**config.mk**
```make
export PLATFORM = sky130hd
export DESIGN_NAME = grant_burst_mux
export DESIGN_NICKNAME = d
export VERILOG_FILES = /design/src/rtl/grant_burst_mux.sv
export SDC_FILE = /design/constraint.sdc
export NUM_CORES = 1
export LEC_CHECK = 0
export ABC_AREA = 1
export ABC_CLOCK_PERIOD_IN_PS = 2000
export BUFFER_PORTS_ARGS = -buffer_cell sky130_fd_sc_hd__buf_2
export CAP_MARGIN = 30
export CORE_MARGIN = 3
export CORE_UTILIZATION = 47
export DETAILED_ROUTE_END_ITERATION = 10
export PLACE_DENSITY = 0.77
export REMOVE_ABC_BUFFERS = 1
export SLEW_MARGIN = 20
export SYNTH_ARGS = -nofsm -noshare
export SYNTH_HDL_FRONTEND = slang
export SYNTH_SLANG_ARGS = --single-unit
```
**constraint.sdc**
```tcl
create_clock -name clk -period 2 [get_ports clk]
set_clock_uncertainty 0.1 [all_clocks]
set_input_delay 0.4 -clock clk [delete_from_list [all_inputs] [get_ports clk]]
set_output_delay 0.4 -clock clk [all_outputs]
set_load 0.01 [all_outputs]
```
**src/rtl/grant_burst_mux.sv**
```systemverilog
// grant_burst_mux: locks onto the requester named by a one-hot arbiter grant,
// moves exactly BurstLen beats from it to one shared valid/ready output port,
// then pulses that requester's done strobe before accepting a new grant.
module grant_burst_mux #(
    parameter int NumReq   = 3,
    parameter int DataW    = 8,
    parameter int BurstLen = 4
) (
    input  logic                                        clk,
    input  logic                                        rstN,
    input  logic [NumReq-1:0]                           grant_in,
    input  logic [NumReq*DataW-1:0]                     req_data,
    input  logic [NumReq-1:0]                           req_valid,
    output logic [NumReq-1:0]                           req_ready,
    output logic [DataW-1:0]                            out_data,
    output logic                                        out_valid,
    input  logic                                        out_ready,
    output logic [((NumReq > 1) ? $clog2(NumReq) : 1)-1:0] out_src,
    output logic                                        out_last,
    output logic [NumReq-1:0]                           done_out,
    output logic                                        busy,
    output logic                                        grant_err
);

    localparam int SrcW = (NumReq > 1) ? $clog2(NumReq) : 1;
    localparam int CntW = $clog2(BurstLen + 1);
    localparam logic [CntW-1:0] LastCnt = CntW'(BurstLen);

    typedef enum logic [1:0] {IDLE, XFER, DRAIN, DONE} state_t;

    state_t              state_q, state_d;
    logic [CntW-1:0]     cnt_q, cnt_d;
    logic [SrcW-1:0]     src_q, src_d;
    logic [DataW-1:0]    data_q, data_d;
    logic                valid_q, valid_d;
    logic                last_q, last_d;
    logic                busy_q, busy_d;
    logic [NumReq-1:0]   done_q, done_d;
    logic                gerr_q, gerr_d;

    logic [SrcW-1:0]     grant_idx;
    logic                grant_one;
    logic                grant_multi;
    logic [DataW-1:0]    own_data;
    logic                own_valid;
    logic                own_ready;
    logic [NumReq-1:0]   own_onehot;
    logic [CntW-1:0]     cnt_inc;
    logic                accept;

    // Decode the arbiter grant: owner index, and whether it is one-hot or multi-hot.
    always_comb begin
        grant_idx = '0;
        for (int i = 0; i < NumReq; i++) begin
            if (grant_in[i]) grant_idx = SrcW'(i);
        end
        grant_one   = $onehot(grant_in);
        grant_multi = (grant_in != '0) && !grant_one;
    end

    // Select the locked owner's payload/valid and drive its ready; other readies stay low.
    always_comb begin
        own_data   = '0;
        own_valid  = 1'b0;
        own_onehot = '0;
        for (int i = 0; i < NumReq; i++) begin
            if (src_q == SrcW'(i)) begin
                own_data      = req_data[i*DataW +: DataW];
                own_valid     = req_valid[i];
                own_onehot[i] = 1'b1;
            end
        end
        own_ready = (state_q == XFER) && (!valid_q || out_ready) && (cnt_q < LastCnt);
        req_ready = own_ready ? own_onehot : '0;
        accept    = own_valid && own_ready;
        cnt_inc   = cnt_q + CntW'(1);
    end

    // Burst sequencing: next state, output register and completion strobes.
    always_comb begin
        state_d = state_q;
        cnt_d   = cnt_q;
        src_d   = src_q;
        data_d  = data_q;
        valid_d = valid_q;
        last_d  = last_q;
        busy_d  = busy_q;
        done_d  = '0;
        gerr_d  = 1'b0;
        unique case (state_q)
            IDLE: begin
                cnt_d = '0;
                if (grant_one) begin
                    src_d   = grant_idx;
                    busy_d  = 1'b1;
                    state_d = XFER;
                end else if (grant_multi) begin
                    gerr_d = 1'b1;
                end
            end
            XFER: begin
                if (accept) begin
                    // A new beat overwrites the register even if the old one is leaving now.
                    data_d  = own_data;
                    valid_d = 1'b1;
                    cnt_d   = cnt_inc;
                    last_d  = (cnt_inc == LastCnt);
                    if (cnt_inc == LastCnt) state_d = DRAIN;
                end else if (valid_q && out_ready) begin
                    valid_d = 1'b0;
                    last_d  = 1'b0;
                end
            end
            DRAIN: begin
                if (valid_q && out_ready) begin
                    valid_d = 1'b0;
                    last_d  = 1'b0;
                    if (last_q) begin
                        state_d = DONE;
                        done_d  = own_onehot;
                    end
                end
            end
            DONE: begin
                // Grant deliberately not sampled here so the arbiter sees done first.
                busy_d  = 1'b0;
                state_d = IDLE;
            end
            default: state_d = IDLE;
        endcase
    end

    // State and output registers; reset abandons any burst in flight.
    always_ff @(posedge clk or negedge rstN) begin
        if (!rstN) begin
            state_q <= IDLE;
            cnt_q   <= '0;
            src_q   <= '0;
            data_q  <= '0;
            valid_q <= 1'b0;
            last_q  <= 1'b0;
            busy_q  <= 1'b0;
            done_q  <= '0;
            gerr_q  <= 1'b0;
        end else begin
            state_q <= state_d;
            cnt_q   <= cnt_d;
            src_q   <= src_d;
            data_q  <= data_d;
            valid_q <= valid_d;
            last_q  <= last_d;
            busy_q  <= busy_d;
            done_q  <= done_d;
            gerr_q  <= gerr_d;
        end
    end

    assign out_data  = data_q;
    assign out_valid = valid_q;
    assign out_last  = last_q;
    assign out_src   = src_q;
    assign done_out  = done_q;
    assign busy      = busy_q;
    assign grant_err = gerr_q;

endmodule

```
==> Word-level counts from Yosys, hierarchy flattened <==
Index checks and enable logic that the tools add are counted.
{ "totals": {"register_bits": 22, "inputBits": 33, "output_inout_bits": 20, "word_cells": 78} }
{ "op_classes": {"add_sub_neg": 3, "order_cmp": 1, "eq_ne": 12, "n_mux": 34, "reduce_logical": 19} }
{ "ops": {"columns": ["operator", "n"], "rows": [
  ["two-way mux 8 bit", 3],
  ["two-way mux 1 bit", 15],
  ["two-way mux 3 bit", 5],
  ["two-way mux 2 bit", 6],
  ["inequality test 2 bit (second input constant)", 4],
  ["one-hot mux 2 bit (4 select lines)", 1],
  ["AND reduction 2 bit", 4],
  ["equality test 2 x 1 -> 1 bit (second input constant)", 3],
  ["equality test 2 bit (second input constant)", 3],
  ["one-hot mux 1 bit (2 select lines)", 3],
  ["one-hot mux 3 bit (2 select lines)", 1],
  ["nonzero test 2 bit", 3],
  ["logical AND 1 bit", 5],
  ["AND reduction 5 bit", 1],
  ["zero test 2 bit", 2],
  ["adder 3 x 1 -> 3 bit (second input constant)", 1],
  ["equality test 3 bit (second input constant)", 1],
  ["less-than comparator 3 bit (second input constant)", 1],
  ["nonzero test 3 bit", 1],
  ["adder 1 x 1 -> 2 bit", 1],
  ["adder 2 x 1 -> 2 bit", 1],
  ["zero test 1 bit", 2],
  ["inequality test 2 x 1 -> 1 bit (second input constant)", 1],
  ["logical OR 1 bit", 1]
]} }

==> Depth between registers and ports, before layout <==
Gate-level depths: netlist of the first run.
{ "depth": {"depth_word": 8, "depth_mapped": 9, "mapped_depth_nobuf": 9} }

==> Least setup slack after synthesis of the first run <==
No wires, ideal clock.
{ "synth_timing": {"path_kind": "reg-to-output", "start": "reg state_q[1]", "end": "out req_ready[0]", "arrival_ns": 1.180, "t_required_ns": 1.500, "path_slack_ns": 0.320, "stages_incl_launch_ff": 7, "path_buffers": 0, "path_cell_list": "dfrtp_1 -> inv_1 -> ha_1 -> nand2_1 -> nor2_1 -> inv_1 -> nor2_1"} }
{ "synth_via": {"elab_chain_len": 4} }
{ "synth_rtl": {"columns": ["item", "line", "text"], "rows": [
  ["start, declared", "31", "state_t state_q, state_d;"],
  ["start signal, assigned", "146", "state_q <= state_d;"],
  ["equality test 2 x 1 -> 1 bit", "73", "own_ready = (state_q == XFER) && (!valid_q || out_ready) && (cnt_q < LastCnt);"],
  ["logical AND 1 bit (2 in a row)", "73", null],
  ["two-way mux 3 bit", "74", "req_ready = own_ready ? own_onehot : '0;"],
  ["end, declared", "14", "output logic [NumReq-1:0] req_ready,"]
]} }
Every way passes these cells.

==> Worst setup path after layout of the first run <==
{ "layout_timing": {"start": "reg state_q[1]", "end": "out req_ready[2]"} }
Same word-level chain as after synthesis.

==> results.txt, run 1 <==
The sequential share of the synthesized area is 0.443. The register-to-register setup slack is 400 ps. The share of final-layout standard cells stronger than drive strength 1 came out at 0.381. Counting buffers and inverters, the worst setup path is 7 cells deep. The critical path in this run is classified as flop to output port. The number of global-route vias before repair was 1117. Synthesis instantiated 21 different standard cells from the library. The layout filler cell count came out at 225. The leakage power came out at 0.961 nW.

The count of vias placed by the detailed router is 1247. The run finished with clean final reports. The weighted congestion at the end of routability-driven global placement is 0.823. The period utilization is 0.964.

The total iterations of the first detailed-routing run came out at 4. For this block, the initial DRC count from the detailed router was 34. The number of antenna violations at the first check in global routing is 0.

The number of warnings issued by yosys is 0. The sum of buffers and inverters on the critical path is 3. After legalization and detailed placement, the total HPWL measured 2120 um. In this run the number of H-tree levels came out at 1. The largest voltage drop on the vdd net came out at 0.818 mV. The total wire length came out at 2880 um. The number of buffers inserted by port buffering came out at 52. The wire length of the first global-routing pass came out at 4560 um. Setup repair after global routing could not meet its margin everywhere. STA classifies the critical path startpoint as a flop. The average wire per cell in the routed design came out at 11.3 um. The number of storage elements in the synthesis netlist came out at 22. The net count reported at finish came out at 268. Setup violations remaining at the end of the flow were counted as 0. After detailed routing, the number of vias per cell comes to 4.87. On the critical path, the stage with the largest delay is an instance of dfrtp_1. In this design, the stage delay of the slowest critical-path cell is 410 ps.

After technology mapping, the gate count stands at 163. The required time of the critical path is 1500 ps. The number of remaining DRC errors came out at 0.

Dividing the synthesized area by the synthesized cell count gives 7.63 um^2. The later pin in the worst-skew pair is clocked with a latency of 300 ps. The critical path starts at state_q[1]. The final design area excluding fillers came out at 1660 um^2. The root buffer selected by CTS is clkbuf_4. Dividing total power by cell area gives a power density of 1280 nW/um^2.

The minimum clock period is 1930 ps. The reported max-cap violation count came out at 0. The count of antenna diodes in the layout came out at 0. The residual antenna-violating net count after detailed routing is 0.

The post-placement cell area came out at 1540 um^2. The worst pin sits at a relative slew slack of 0.686. In this run the deepest clock path goes through 2 buffers.

The full die area is 3300 um^2. Clock-pin slew was measured on the worst setup and hold paths at 110 ps. For this configuration, the core starts out at a cell density of 0.497. STA classifies the critical path endpoint as an output port. The critical path goes through inv_2 -> ha_4 -> nand2_4 -> nor2_4 -> inv_2 -> nor2_2 -> buf_2. The overflow left after global routing came out at 0.

The standard cell core area came out at 2500 um^2. The critical register-to-register path startpoint is state_q[1]. The number of slew-limit violations in the final report is 0. Measured in cells, the most critical reg-to-reg path has a length of 9. Row generation in the floorplan step produced 18 rows. For this run, the total global-route usage over all layers was measured as 0.175. The largest net degree at the start of global routing came out at 23. The tightest min-delay check is of the input pin to flop type. TritonCTS built the clock tree. The data arrival at the endpoint of the critical path came out at 1430 ps.

Following the worst setup path forward leads to its endpoint at req_ready[2]. The clock net sink count is 22. The number of clock buffers inserted by TritonCTS is 3. 53 I/O pins were placed. The combined area of all synthesized cells came out at 1240 um^2. Among the stages of the critical path, the cell type that occurs most often is inv_2. The hold violation count in the final report is 0. In this design, the largest share of critical-path delay is due to flip-flops. The horizontal die dimension is 57.4 um. The total negative slack for setup checks is 0 ps. In this run the worst path has a maximum fanout of 3.

The worst reg2reg path endpoint is out_last. The height of the die came out at 57.4 um. The achievable clock frequency is 519 MHz. The slew at the pin closest to its max-slew limit is 471 ps. Across all hold checks on the routed design, the worst slack comes to 237 ps. The layout overhead on the synthesized area came out at 33.1%.
[how the worst min path moves through the flow]
stage,start,end,depth (start not counted)
after global placement,rstN,out_src[0],1
after detailed placement,rstN,out_data[4],1
after floorplan,rstN,busy,0
after CTS,grant_in[1],out_src[0],3
after global routing,grant_in[1],out_src[0],3
final,grant_in[1],out_src[0],3
[routing by layer]
| metal | global-route usage | share of wire | routed length, um |
|---|---|---|---|
| met3 | 0.0294 | 0.062 | 180 |
| met5 | 0 | 0 | 0 |
| met2 | 0.319 | 0.51 | 1460 |
| met1 | 0.201 | 0.41 | 1190 |
| met4 | 0.0728 | 0.017 | 50 |
[synthesized netlist by cell type]
cell	count	area (um^2)
a21oi_1	1	5.00
a21oi_2	1	8.76
a2bb2oi_1	1	8.76
a31oi_1	1	6.26
buf_6	2	22.5
dfrtp_1	22	551
fa_1	1	20.0
ha_1	6	75.1
inv_1	19	71.3
inv_2	3	11.3
nand2_1	65	244
nand2_2	2	12.5
nand3_1	14	70.1
nand3_2	1	10.0
nand4_1	1	6.26
nor2_1	14	52.6
nor2_2	2	12.5
nor2_4	1	11.3
o21ai_0	3	15.0
o21ai_2	2	17.5
o22ai_2	1	12.5
[repair_timing]
| item | in CTS | in global routing |
|---|---|---|
| buffers inserted | 1 | 5 |
| endpoints found under the hold margin | 22 | 0 |
| setup endpoints to repair | 3 | 3 |
| pin swaps | 0 | 5 |
| gates cloned | 0 | 0 |
| gates resized for setup | 6 | 6 |
| hold buffers | 1 | 0 |
[layout by cell type (no fill, tap or decap), types with 2 or more instances in the layout]
cell type   n
o21ai_2     2
nor2_1     10
nor2_4      2
buf_2      52
nand2_1    64
buf_4       9
dfrtp_1    21
inv_1      17
o21ai_0     3
nand3_1    14
ha_1        5
nor2_2      5
inv_2       5
clkbuf_4    3
nand2_2     2
[cells by family (layout without fill, tap and decap cells)]
kind of cell / after synthesis / in the layout / share of synthesized area
AND/OR/NAND/NOR: 100 / 100 / 0.337
buffers and inverters: 24 / 87 / 0.0845
flip-flops: 22 / 22 / 0.443
AO/OA/AOI/OAI: 10 / 10 / 0.0594
adder cells (fa/ha/maj): 7 / 7 / 0.0765
[tightest hold or removal path: stages]
cell	delay, ps
buf_2	90
nand2_1	50
o21ai_0	70
[registers in the layout, indices dropped and copies added (netlist names)]
signal     flops
out_src        2
grant_err      1
out_valid      1
done_out       3
state_q        2
out_data       8
cnt_q          3
out_last       1
busy           1
[report_power, final]
group | internal, mW | leakage [nW] | switching, mW
clock | 0.0702 | 0.0138 | 0.118
combinational | 0.501 | 0.664 | 0.719
sequential | 0.598 | 0.283 | 0.114
total | 1.17 | 0.961 | 0.952
[metrics by stage]
stage | utilization | cells | setup WS, ps | total power [mW]
finish | 0.662 | 256 | 71.9 | 2.12
global route | 0.662 | 256 | -39.8 | 2.31
CTS | 0.641 | 251 | 11.3 | 2.01
detailed placement | 0.617 | 246 | 136 | 1.77
global placement | 0.617 | 246 | 151 | 1.77
floorplan | - | 161 | 320 | 1.42
[layout make-up]
type / count / area (um^2) / share of cell area
Clock buffer: 3 / 22.5 / 0.0136
Inverter: 22 / 82.6 / 0.0499
Multi-Input combinational cell: 117 / 623 / 0.376
Sequential cell: 22 / 552 / 0.333
Tap cell: 30 / 37.5 / 0.0227
Timing Repair Buffer: 62 / 338 / 0.204
(Power assumes the default switching activity.)
==> run 2, diff against run 1 <==
CORE_UTILIZATION = 30   (was 47)
PLACE_DENSITY = 0.53   (was 0.77)
==> run 2 against run 1 <==
The run now ends with hold timing left; fmax grew 2.0%; combinational power down 9%; power rose by 5.6%; first-iteration DRC count increased by 26%; core utilization shrank 23 points; sequential power hardly changed; global-route usage decreased by 5.0 points; critical path depth unchanged; critical endpoint unchanged; largest cell class unchanged.
==> results.txt, run 2 (synthesis results as in run 1) <==
Status: finished with violations (was finished clean). The checks that failed: hold timing. The uppermost metal layer occupied by signal nets is met3 (was met4). The floorplan row count is 22 (was 18).

The overall fraction of global-route tracks in use is 0.126 (was 0.175). The CTS H-tree depth came to 1 (unchanged). The weighted congestion at the end of routability-driven global placement is 0.712 (was 0.823). Setup repair after global routing missed its margin: false (was true). The achievable clock frequency came out at 529 MHz (was 519 MHz). The number of remaining DRC errors is 0 (unchanged). The worst-skew pair later-pin latency was 270 ps (was 300 ps). The number of slew-limit violations in the final report came out at 0 (unchanged). The period utilization is 0.945 (was 0.964).

The share of final-layout standard cells stronger than drive strength 1 came out at 0.351 (was 0.381). The length in cells of the worst reg-to-reg path is 7 (was 9). The least setup slack across all paths after layout is 110 ps (was 71.9 ps). The post-route core utilization came out at 0.436 (was 0.662). The average wire per cell in the routed design came to 11.0 um (was 11.3 um).

The critical register-to-register path startpoint was out_src[1] (was state_q[1]). The final total power is 2.24 mW (was 2.12 mW). The launching element type of the critical path was a flop (unchanged). The nature of the critical path endpoint is an output port (unchanged). The post-placement cell area is 1570 um^2 (was 1540 um^2). The total negative slack for setup checks came to 0 ps (unchanged).

The maximum buffer depth of the clock tree is 2 (unchanged). The standard cell core area is 3830 um^2 (was 2500 um^2). The leakage power was 0.956 nW (was 0.961 nW).

The worst-case setup slack after placement was 149 ps (was 136 ps). The leading cell type in the layout, fill and taps excluded is nand2_1 (unchanged). The number of antenna violations at the first check in global routing came out at 0 (unchanged). The horizontal die dimension was 70.4 um (was 57.4 um). The hold violation count in the final report is 12 (was 0). The largest net degree at the start of global routing is 23 (unchanged).

The reported max-cap violation count came out at 0 (unchanged). The count of vias placed by the detailed router is 1175 (was 1247). The slew at the pin closest to its max-slew limit came out at 523 ps (was 471 ps). The worst hold-check path type is input pin to async pin (was input pin to flop). The clock net sink count came out at 22 (unchanged).

The layout overhead on the synthesized area is 34.0% (was 33.1%). The clock transition time at the flip-flop clock pins of the worst setup and hold paths is 90 ps (was 110 ps). The total iterations of the first detailed-routing run came to 4 (unchanged). The effective utilization at floorplan is 0.325 (was 0.497). The total wire length is 2970 um (was 2880 um). The met1 routed wirelength after detailed routing is 1440 um (was 1190 um).

The worst reg2reg path endpoint is out_last (unchanged). The overflow left after global routing is 0 (unchanged). The tightest slew margin relative to the limit came out at 0.651 (was 0.686). The sum of met3 wire segment lengths after detailed routing came out at 261 um (was 180 um). The number of top-level pins is 53 (unchanged). The number of global-route vias before repair came to 1122 (was 1117). The number of buffers inserted by port buffering is 52 (unchanged).

The type of the setup path with the least slack is flop to output port (unchanged). The minimum clock period is 1890 ps (was 1930 ps). The count of endpoints failing setup in the final report came out at 0 (unchanged).

The count of antenna diodes in the layout came out at 0 (unchanged). The residual antenna-violating net count after detailed routing is 0 (unchanged). The final design area excluding fillers is 1670 um^2 (was 1660 um^2). The full die area came out at 4950 um^2 (was 3300 um^2).

The final hold slack is -6.64 ps (was 237 ps). The flip-flop count of the largest register, all copies and words added is 8 (unchanged). The power per unit of standard cell area came out at 1340 nW/um^2 (was 1280 nW/um^2). The per-cell via count in the routed design is 4.35 (was 4.87). The wire length of the first global-routing pass came out at 5140 um (was 4560 um). Commonest cells after routing, fill and taps aside: nand2_1, buf_2, dfrtp_1, inv_1, nand3_1 (unchanged). The number of hold buffers added after CTS is 0 (was 1).

The final HPWL from detailed placement is 2290 um (was 2120 um). The largest voltage drop on the vdd net came out at 0.609 mV (was 0.818 mV). The root buffer selected by CTS is clkbuf_8 (was clkbuf_4).

The length of routed met2 wiring is 1270 um (was 1460 um). The net count reported at finish is 263 (was 268). The top fanout value on the critical path came out at 3 (unchanged).

The clock tree from TritonCTS is built (unchanged). The height of the die is 70.4 um (was 57.4 um). The register-to-register setup slack is 470 ps (was 400 ps). The data arrival at the endpoint of the critical path is 1390 ps (was 1430 ps). The required time of the critical path came out at 1500 ps (about the same). The number of violations reported at the end of detailed-routing iteration 0 came out at 43 (was 34). The number of clock buffers inserted by TritonCTS came out at 3 (unchanged).
==> run 2: critical path, stage by stage, from the launching register on <==
cell     delay [ps]
dfrtp_1         390
inv_2            80
ha_4            140
nand2_1          60
nor2_2          120
inv_1            80
nor2_1          110
buf_2           150
==> run 2: per-stage QoR <==
stage	cells	hold slack (ps)
global placement	265	306
CTS	270	10.9
global route	270	18.4
floorplan	161	4.41
finish	270	-6.64
detailed placement	265	313
==> run 2: where the power goes <==
| group | switching [mW] | internal, mW |
|---|---|---|
| sequential | 0.115 | 0.599 |
| clock | 0.153 | 0.268 |
| combinational | 0.664 | 0.441 |
==> run 2: worst max-delay path by stage <==
stage | to | slack, ps | startpoint | cells past startpoint
6_report | req_ready[2] | 110 | state_q[1] | 7
3_5_place_dp | state_q[0] | 150 | grant_in[0] | 9
4_1_cts | req_ready[2] | 40 | state_q[1] | 7
2_1_floorplan | req_ready[0] | 320 | state_q[1] | 6
5_1_grt | req_ready[2] | 5 | state_q[1] | 7
3_3_place_gp | state_q[0] | 150 | grant_in[0] | 9
==> run 2: metal layers <==
metal	vias up	global-route usage
met5	-	0
met4	0	0.0191
met3	0	0.0417
met2	37	0.189
met1	517	0.177
li1	621	-
==> run 2: timing repair <==
item,4_1_cts,5_1_grt
setup endpoints to repair,2,3
buffers inserted,1,0
cloned,0,0
hold endpoints to repair,0,0
gates resized for setup,1,4
==> run 2: final cells by class <==
class | count | area [um^2]
repair buffers | 57 | 298
well taps | 48 | 60.1
flip-flops and latches | 22 | 552
inverters | 22 | 82.6
fillers | 413 | 2160
clock buffers | 3 | 41.3
multi-input cells | 117 | 603
clock inverters | 1 | 30.0
==> run 3, diff against run 2 <==
--- a/constraint.sdc
+++ b/constraint.sdc
@@ -4,2 +4,2 @@
 set_output_delay 0.4 -clock clk [all_outputs]
-set_load 0.01 [all_outputs]
+set_load 0.05 [all_outputs]
==> run 3 against run 2 <==
Critical path type unchanged; count of clock-buffer cells in the layout increased by 1; setup slack got worse by 4.5 ps; largest cell class unchanged; power increased by 15%; final area increased by 1.1%; core utilization increased by 0.46 points; die area unchanged; hold slack improved by 7.9 ps; the flow now finishes without violations; sequential power about the same; fmax decreased by 0.24%; first-iteration DRC count decreased by 26%; flip-flop and latch count unchanged.
==> results.txt, run 3 (synthesis results as in run 1) <==
The period utilization came out at 0.947 (was 0.945). The leakage power is 0.956 nW (about the same). The overflow left after global routing came out at 0 (unchanged). The type of the setup path with the least slack is flop to output port (unchanged). The power per unit of standard cell area is 1530 nW/um^2 (was 1340 nW/um^2).

The launching element type of the critical path is a flop (unchanged). The count of vias placed by the detailed router came out at 1178 (was 1175). Commonest cells after routing, fill and taps aside: nand2_1, buf_2, dfrtp_1, inv_1, nand3_1 (unchanged). Setup repair after global routing missed its margin: false (unchanged).

The layout filler cell count came out at 412 (was 413). The number of slew-limit violations in the final report came out at 0 (unchanged). The register-to-register setup slack came out at 390 ps (was 470 ps).

The overall fraction of global-route tracks in use is 0.130 (was 0.126). The number of remaining DRC errors is 0 (unchanged). The horizontal die dimension came to 70.4 um (unchanged). The share of final-layout standard cells stronger than drive strength 1 is 0.372 (was 0.351). The achievable clock frequency came out at 528 MHz (was 529 MHz). The full die area came to 4950 um^2 (unchanged). The data arrival at the endpoint of the critical path came to 1390 ps (about the same). The number of violations reported at the end of detailed-routing iteration 0 is 32 (was 43). The clock net sink count came out at 22 (unchanged). The clock tree from TritonCTS was built (unchanged). The largest stage delay on the critical path was 400 ps (was 390 ps).

The total iterations of the first detailed-routing run came out at 2 (was 4). Status: finished clean (was finished with violations). The CTS H-tree depth came to 1 (unchanged). The critical register-to-register path startpoint was state_q[1] (was out_src[1]). The clock transition time at the flip-flop clock pins of the worst setup and hold paths came to 80 ps (was 90 ps). The worst hold-check path type is input pin to async pin (unchanged). The worst-skew pair later-pin latency is 260 ps (was 270 ps). The reported max-cap violation count came out at 0 (unchanged). The length in cells of the worst reg-to-reg path is 9 (was 7). The number of top-level pins was 53 (unchanged).

The count of antenna diodes in the layout is 0 (unchanged). The total wire length was 3110 um (was 2970 um). The weighted congestion at the end of routability-driven global placement is 0.739 (was 0.712).

The number of hold buffers added after CTS is 0 (unchanged). The final hold slack is 1.26 ps (was -6.64 ps). The wire length of the first global-routing pass came to 5240 um (was 5140 um). The root buffer selected by CTS is clkbuf_8 (unchanged). Critical-path cell list: inv_2 -> ha_4 -> nand2_1 -> nor2_2 -> inv_2 -> nor2_2 -> buf_6 (was inv_2 -> ha_4 -> nand2_1 -> nor2_2 -> inv_1 -> nor2_1 -> buf_2). The residual antenna-violating net count after detailed routing came out at 0 (unchanged). The final total power came to 2.57 mW (was 2.24 mW).

The floorplan row count was 22 (unchanged). The hold violation count in the final report came out at 0 (was 12). The required time of the critical path is 1500 ps (about the same). The final HPWL from detailed placement came out at 2400 um (was 2290 um).

The largest net degree at the start of global routing came out at 23 (unchanged). The maximum buffer depth of the clock tree came out at 2 (unchanged). The number of global-route vias before repair is 1148 (was 1122). The largest voltage drop on the vdd net came out at 0.636 mV (was 0.609 mV).

The worst reg2reg path endpoint is out_last (unchanged). The library cell contributing the largest single delay on the critical path is dfrtp_1 (unchanged). The number of antenna violations at the first check in global routing is 0 (unchanged).

The effective utilization at floorplan came out at 0.325 (unchanged). The flip-flop count of the largest register, all copies and words added is 8 (unchanged). The leading cell type in the layout, fill and taps excluded was nand2_1 (unchanged). The slew at the pin closest to its max-slew limit is 521 ps (was 523 ps). The top fanout value on the critical path came out at 3 (unchanged).

The number of clock buffers inserted by TritonCTS is 3 (unchanged). The nature of the critical path endpoint is an output port (unchanged). The height of the die is 70.4 um (unchanged). The per-cell via count in the routed design came out at 4.35 (about the same).

The net count reported at finish is 264 (was 263). The minimum clock period came out at 1890 ps (about the same). The layout overhead on the synthesized area is 35.4% (was 34.0%). The number of buffers inserted by port buffering came to 52 (unchanged). The count of endpoints failing setup in the final report is 0 (unchanged). The average wire per cell in the routed design came out at 11.5 um (was 11.0 um). The standard cell core area came out at 3830 um^2 (unchanged).

The tightest slew margin relative to the limit is 0.653 (was 0.651).
-- run 3: changes by cell type in the layout (fill, tap and decap cells not counted), sizes merged --
cell / delta
buf: +1
clkbuf: +1
bufinv: -1
-- run 3: metal layers --
metal / share of wire / track usage / up-vias
met5: 0 / 0 / -
met2: 0.44 / 0.201 / 36
li1: - / - / 625
met3: 0.067 / 0.0288 / 4
met4: 0.0068 / 0.0319 / 0
met1: 0.48 / 0.182 / 513
-- run 3: worst max-delay path: cells and delay by family (launching register included) --
family                     cells  cell delay (ps)
and+or+nand+nor                3              280
adders and majority gates      1              140
DFF                            1              400
buffers and inverters          3              310
-- run 3: worst max-delay path by stage --
| stage | startpoint | to | slack, ps |
|---|---|---|---|
| finish | state_q[1] | req_ready[2] | 110 |
| global route | state_q[1] | req_ready[2] | 6 |
| CTS | state_q[1] | req_ready[0] | -20 |
| detailed placement | state_q[1] | req_ready[2] | 150 |
| global placement | grant_in[0] | state_q[1] | 160 |
| floorplan | out_src[1] | req_ready[2] | -300 |
-- run 3: repair_timing --
action                     4_1_cts  5_1_grt
setup endpoints to repair        3        3
buffers inserted                 1        0
pin swaps                        0        1
gates resized for setup          8        7
-- run 3: layout make-up --
cell class | count | area (um^2) | share of cell area
inverter | 22 | 82.6 | 0.0490
clock buffer | 4 | 55.1 | 0.0327
timing repair buffer | 58 | 324 | 0.192
multi-input combinational | 117 | 611 | 0.363
tap | 48 | 60.1 | 0.0357
sequential | 22 | 552 | 0.328
-- run 3: power breakdown --
group          switching, mW  total (mW)  internal [mW]
clock                  0.148       0.324          0.176
sequential             0.118       0.717          0.599
combinational           1.06        1.53          0.473
total                   1.32        2.57           1.25
-- run 3: stage by stage --
step	setup WS (ps)	setup TNS (ps)	cell area [um^2]	utilization	instances
6_report	105	0	1680	0.440	271
5_1_grt	5.84	0	1680	0.440	271
4_1_cts	-15.7	-29.8	1660	0.435	271
3_5_place_dp	147	0	1580	0.413	266
3_3_place_gp	162	0	1580	0.413	266
2_1_floorplan	-300	-761	1220	-	161
